`config.mk`:
```
export PLATFORM = sky130hd
export DESIGN_NAME = instr_fetch
export DESIGN_NICKNAME = d
export VERILOG_FILES = /design/src/rtl/instr_fetch.sv
export SDC_FILE = /design/constraint.sdc
export NUM_CORES = 1
export LEC_CHECK = 0
export CORE_MARGIN = 2
export CORE_UTILIZATION = 30
export CTS_CLUSTER_SIZE = 24
export DETAILED_ROUTE_END_ITERATION = 12
export GPL_ROUTABILITY_DRIVEN = 0
export HOLD_SLACK_MARGIN = 0.06
export PLACE_DENSITY_LB_ADDON = 0.05
export SETUP_SLACK_MARGIN = 0.05
export SLEW_MARGIN = 20
export SYNTH_ARGS = -nofsm -noshare
export SYNTH_HDL_FRONTEND = slang
export SYNTH_SLANG_ARGS = --single-unit
export TNS_END_PERCENT = 5
```
`constraint.sdc`:
```
create_clock -name clk -period 7.7 [get_ports clk]
set_clock_uncertainty 0.1 [all_clocks]
set_input_delay 1.155 -clock clk [delete_from_list [all_inputs] [get_ports clk]]
set_output_delay 1.155 -clock clk [all_outputs]
set_load 0.01 [all_outputs]
```
`src/rtl/instr_fetch.sv`:
```
// Instruction fetch unit: issues one word request at a time to instruction memory,
// buffers responses in a small circular FIFO and presents them downstream with a
// valid/ready handshake. A redirect flushes the FIFO and restarts fetch.
// Optional build macro OPCODE_FILTER_EN adds illegal_o, an opcode legality flag
// computed at push and stored alongside each FIFO entry.
module instr_fetch #(
  parameter logic [31:0] RESET_PC   = 32'h0000_0000,
  parameter int unsigned FIFO_DEPTH = 2
) (
  input  logic        clk,
  input  logic        rst_n,
  output logic        imem_req,
  output logic [31:0] imem_addr,
  input  logic        imem_rvalid,
  input  logic [31:0] imem_rdata,
  input  logic        redirect_i,
  input  logic [31:0] redirect_pc_i,
  output logic        instr_valid_o,
  output logic [31:0] instr_o,
  output logic [31:0] pc_o,
  input  logic        instr_ready_i
`ifdef OPCODE_FILTER_EN
  ,
  output logic        illegal_o
`endif
);

  localparam int unsigned PtrW = $clog2(FIFO_DEPTH);
  localparam int unsigned CntW = $clog2(FIFO_DEPTH + 1);
  localparam logic [CntW-1:0] Depth = CntW'(FIFO_DEPTH);
  localparam logic [31:0] Nop = 32'h0000_0013;

  typedef enum logic [1:0] {StIssue, StWait, StDrop} state_e;

  state_e          state_q, state_d;
  logic [31:0]     fetch_pc_q, fetch_pc_d;
  // Held low during reset and for the first cycle after release, so a stale
  // response from before reset can never be mistaken for a fresh one.
  logic            armed_q;
  logic [PtrW-1:0] wr_ptr_q, rd_ptr_q;
  logic [CntW-1:0] count_q;
  logic [31:0]     pc_last_q;
  logic [31:0]     instr_mem [FIFO_DEPTH];
  logic [31:0]     pc_mem    [FIFO_DEPTH];
  logic            push, pop, can_issue;
  logic            unused_pc_lsb;

  assign unused_pc_lsb = ^redirect_pc_i[1:0];

  // Only one request may be in flight; issuing from StIssue means none is, so the
  // current fill level alone decides whether the response has a slot waiting.
  assign can_issue     = armed_q && (count_q < Depth);
  assign imem_addr     = fetch_pc_q;
  assign instr_valid_o = (count_q != '0);
  assign pop           = instr_valid_o && instr_ready_i && !redirect_i;
  assign instr_o       = instr_valid_o ? instr_mem[rd_ptr_q] : Nop;
  assign pc_o          = instr_valid_o ? pc_mem[rd_ptr_q] : pc_last_q;

  // Fetch FSM next state, request strobe and push decision
  always_comb begin
    state_d    = state_q;
    fetch_pc_d = fetch_pc_q;
    imem_req   = 1'b0;
    push       = 1'b0;
    unique case (state_q)
      StIssue: begin
        if (!redirect_i && can_issue) begin
          imem_req   = 1'b1;
          fetch_pc_d = fetch_pc_q + 32'd4;
          state_d    = StWait;
        end
      end
      StWait: begin
        if (imem_rvalid) begin
          push    = !redirect_i;
          state_d = StIssue;
        end else if (redirect_i) begin
          state_d = StDrop;
        end
      end
      StDrop: begin
        if (imem_rvalid) begin
          state_d = StIssue;
        end
      end
      default: state_d = StIssue;
    endcase
    if (redirect_i) begin
      fetch_pc_d = {redirect_pc_i[31:2], 2'b00};
    end
  end

  // FSM state, fetch PC and arming flag
  always_ff @(posedge clk or negedge rst_n) begin
    if (!rst_n) begin
      state_q    <= StIssue;
      fetch_pc_q <= RESET_PC;
      armed_q    <= 1'b0;
    end else begin
      state_q    <= state_d;
      fetch_pc_q <= fetch_pc_d;
      armed_q    <= 1'b1;
    end
  end

  // FIFO pointers and fill count; a redirect empties the buffer outright
  always_ff @(posedge clk or negedge rst_n) begin
    if (!rst_n) begin
      wr_ptr_q <= '0;
      rd_ptr_q <= '0;
      count_q  <= '0;
    end else if (redirect_i) begin
      wr_ptr_q <= '0;
      rd_ptr_q <= '0;
      count_q  <= '0;
    end else begin
      if (push) wr_ptr_q <= wr_ptr_q + PtrW'(1);
      if (pop)  rd_ptr_q <= rd_ptr_q + PtrW'(1);
      if (push && !pop) begin
        count_q <= count_q + CntW'(1);
      end else if (pop && !push) begin
        count_q <= count_q - CntW'(1);
      end
    end
  end

  // Remember the head PC so pc_o holds its last value once the FIFO drains
  always_ff @(posedge clk or negedge rst_n) begin
    if (!rst_n) begin
      pc_last_q <= RESET_PC;
    end else if (instr_valid_o) begin
      pc_last_q <= pc_mem[rd_ptr_q];
    end
  end

  // Entry storage; the PC of the word in flight is one step behind fetch_pc
  always_ff @(posedge clk) begin
    if (push) begin
      instr_mem[wr_ptr_q] <= imem_rdata;
      pc_mem[wr_ptr_q]    <= fetch_pc_q - 32'd4;
    end
  end

`ifdef OPCODE_FILTER_EN
  logic ill_mem [FIFO_DEPTH];
  logic rdata_illegal;

  // Classify the incoming opcode against the supported set
  always_comb begin
    rdata_illegal = 1'b1;
    case (imem_rdata[6:0])
      7'b0110011, 7'b0010011, 7'b0100011,
      7'b1100011, 7'b0110111, 7'b1101111: rdata_illegal = 1'b0;
      default:                            rdata_illegal = 1'b1;
    endcase
  end

  // Per-entry legality flag, written alongside the instruction
  always_ff @(posedge clk) begin
    if (push) begin
      ill_mem[wr_ptr_q] <= rdata_illegal;
    end
  end

  assign illegal_o = instr_valid_o && ill_mem[rd_ptr_q];
`endif

endmodule

```
==> flow_summary.toml <==
[timing]
fmax_mhz = 246
rsz0062_at_grt = "no"
hold_viol_final = 0
setup_viol = 0
finalMaxSlewViolations = 0
worst_pin_slew_ps = 898
min_period_ps = 4060
finalCritPeriodShare = 0.528
fin_tns_setup_ps = 0
slew-limit-headroom = 0.401
layout_setup_ws_ps = 3640

[drt]
top_layer = "met4"
route.met3.wl_mm = 1.18
ant_nets = 0
dr_wl_met2_mm = 9.54
vias_per_cell = 4.71
vias = 5707
wl_per_cell_um = 17.0
drtIter0Drc = 287
routed_wl_mm = 20.5
drc = 0
met1_length_mm = 9.39
firstDrtPassIters = 5

[setup_path]
rrSetupSlack_ps = 4830
worst-path-buf-inv = 3
crit_slowest_cell = "buf_4"
rr_startpoint = "imem_addr[2]$_DFFE_PN0P_"
crit_path_cell_trace = "nor2_4 -> buf_4 -> inv_1 -> nand2_1 -> clkdlybuf4s50_1"
r2r-end = "pc_mem[0][28]$_DFFE_PP_"
reg2reg_depth = 6
setup.worst_path.end_class = "output pin"
cp.arrival_ps = 2810
cp_top_family = "buffers and inverters"
startpoint_type = "flop"
path_class = "flop to output pin"
required_ps = 6440
cp_slowest_stage_delay_ps = 690
crit_fanout = 92

[clock_network]
post_cts_resize_count = 0
root_buffer = "clkbuf_16"
tritoncts = "built"
cts_buffer_depth = 2
cts_buffers = 17
insertion_delay_ps = 430
cts.sinks = 193
clk_pin_slew_ps = 70
ctsHoldBuffers = 0
cts.htree.levels = 4
cts_setup_buffers = 0

[floorplan]
ios = 167
core_um2 = 27600
dieHeight_um = 171
die_area_um2 = 29300
start_util = 0.304
row_count = 61
dieWidth_um = 171

[run]
cap_violations = 0

[finish]
syn2layout_area_growth_pct = 30.3
nNetsFinal = 891
fin_cells = 1212
drive_gt1_frac = 0.0564
final_common_cell = "clkdlybuf4s50_1"
mostFrequentLayoutCells = "161 x clkdlybuf4s50_1, 124 x edfxtp_1, 68 x nand2_1, 68 x dfrtp_1, 62 x mux2i_1"

[hold_path]
hold_end = "pc_last_q[0]$_DFF_PN0_"
hp-class = "flop to flop"
hold_depth = 1
hold_start = "pc_last_q[0]$_DFF_PN0_"

[yosys]
yosysSeqAreaShare = 0.649
avgSynthCellArea_um2 = 12.2
ys_ff_latch = 193
synth-edff-count = 124
synth.area.top_cells = "edfxtp_1 44%, dfrtp_1 21%, mux2i_1 7.4%, nand2_1 3.0%, nor2_1 2.8%"
syn_inst = 686
synth_cell_type_count = 41
synth_ff_type = "edfxtp_1"
yosys.area.top_type = "edfxtp_1"
synth-async-reset-ratio = 0.358
ys_warn_count = 0
syn_area_um2 = 8390
synth_top_cell_area_share = 0.444

[global_route]
grt_pass1_wl_mm = 32.8
grt_overflow_total = 0
grt_pass1_vias = 5860
grt_usage = 0.146
antenna_found_initial = 1
grt_max_degree = 93

[power_and_ir_drop]
cellPowerDensity_nw_per_um2 = 231
power_leakage_nw = 3.72
ir_worst_vdd_v = 0.000136

[placed_design]
place_ws_ps = 3800
dp.cells = 1178
io_buffers = 162
dpl.hpwl_mm = 13.5

[outcome]
outcome = "finished clean"
[worst max-delay path by stage]
| stage | startpoint | end | slack, ps | cells past startpoint |
|---|---|---|---|---|
| detailed placement | redirect_i | imem_req | 3800 | 4 |
| global route | count_q[1]$_DFFE_PN0P_ | instr_o[1] | 3380 | 5 |
| CTS | rd_ptr_q$_DFFE_PN0P_ | pc_o[13] | 3530 | 3 |
| finish | count_q[1]$_DFFE_PN0P_ | instr_o[1] | 3640 | 5 |
| floorplan | redirect_i | instr_mem[1][0]$_DFFE_PP_ | 730 | 4 |
| global placement | redirect_i | imem_req | 3790 | 4 |
[cell families (layout without fill, tap and decap cells)]
family,count (synthesis),in the layout,share of synthesized area
AOI/OAI and AO/OA,82,82,0.0578
xor gates and xnor gates,41,41,0.0428
adders and majority gates,2,2,0.00298
buffers and inverters,64,210,0.0304
DFF,193,193,0.649
muxes,62,62,0.0740
other,2,4,0.000895
and+or+nand+nor,240,240,0.142
[stage by stage]
step                total power (W)  utilization  hold slack (ps)  instance area (um2)
finish                      0.00252        0.396              384                10900
global route                0.00267        0.396              415                10900
CTS                         0.00258        0.395              390                10900
detailed placement          0.00171        0.374              373                10300
global placement            0.00170        0.374              368                10300
floorplan                   0.00145            -              416                 8400
[power breakdown]
group	total (W)	switching (W)	leakage, nW	internal (W)
Combinational	0.000416	0.000202	1.48	0.000214
Sequential	0.00126	0.0000665	1.96	0.00119
Clock	0.000850	0.000401	0.279	0.000450
Total	0.00252	0.000669	3.72	0.00186
[registers in the layout, summed over array words and instances, names as in the netlist]
register and flops:
pc_mem 60, imem_addr 30, armed_q 1, wr_ptr_q 1
count_q 2, pc_last_q 32, instr_mem 64, state_q 2
rd_ptr_q 1
[area by class of cell]
cell class	instances	area, um2
repair buffers	168	1680
inverters	10	37.5
fillers	2674	16700
flip-flops and latches	193	5450
multi-input cells	430	2710
clock inverters	12	98.8
well taps	378	473
clock buffers	20	468
diodes	1	2.50
[cells in the mapped netlist, drive strengths merged, types with 12 or more instances]
cell type  count
edfxtp       124
dfrtp         69
nand2         68
mux2i         62
nor2          62
clkbuf        44
o21ai         44
xor2          24
nand3         17
xnor2         17
nand4         16
nor3          15
nor4          15
or4           14
o31ai         12
[metal layers]
metal,global-route usage,up-vias
met2,0.234,173
met5,0,-
met1,0.191,2750
li1,-,2762
met3,0.0364,22
met4,0.0564,0
No activity file was read; power rests on OpenSTA's default activity.
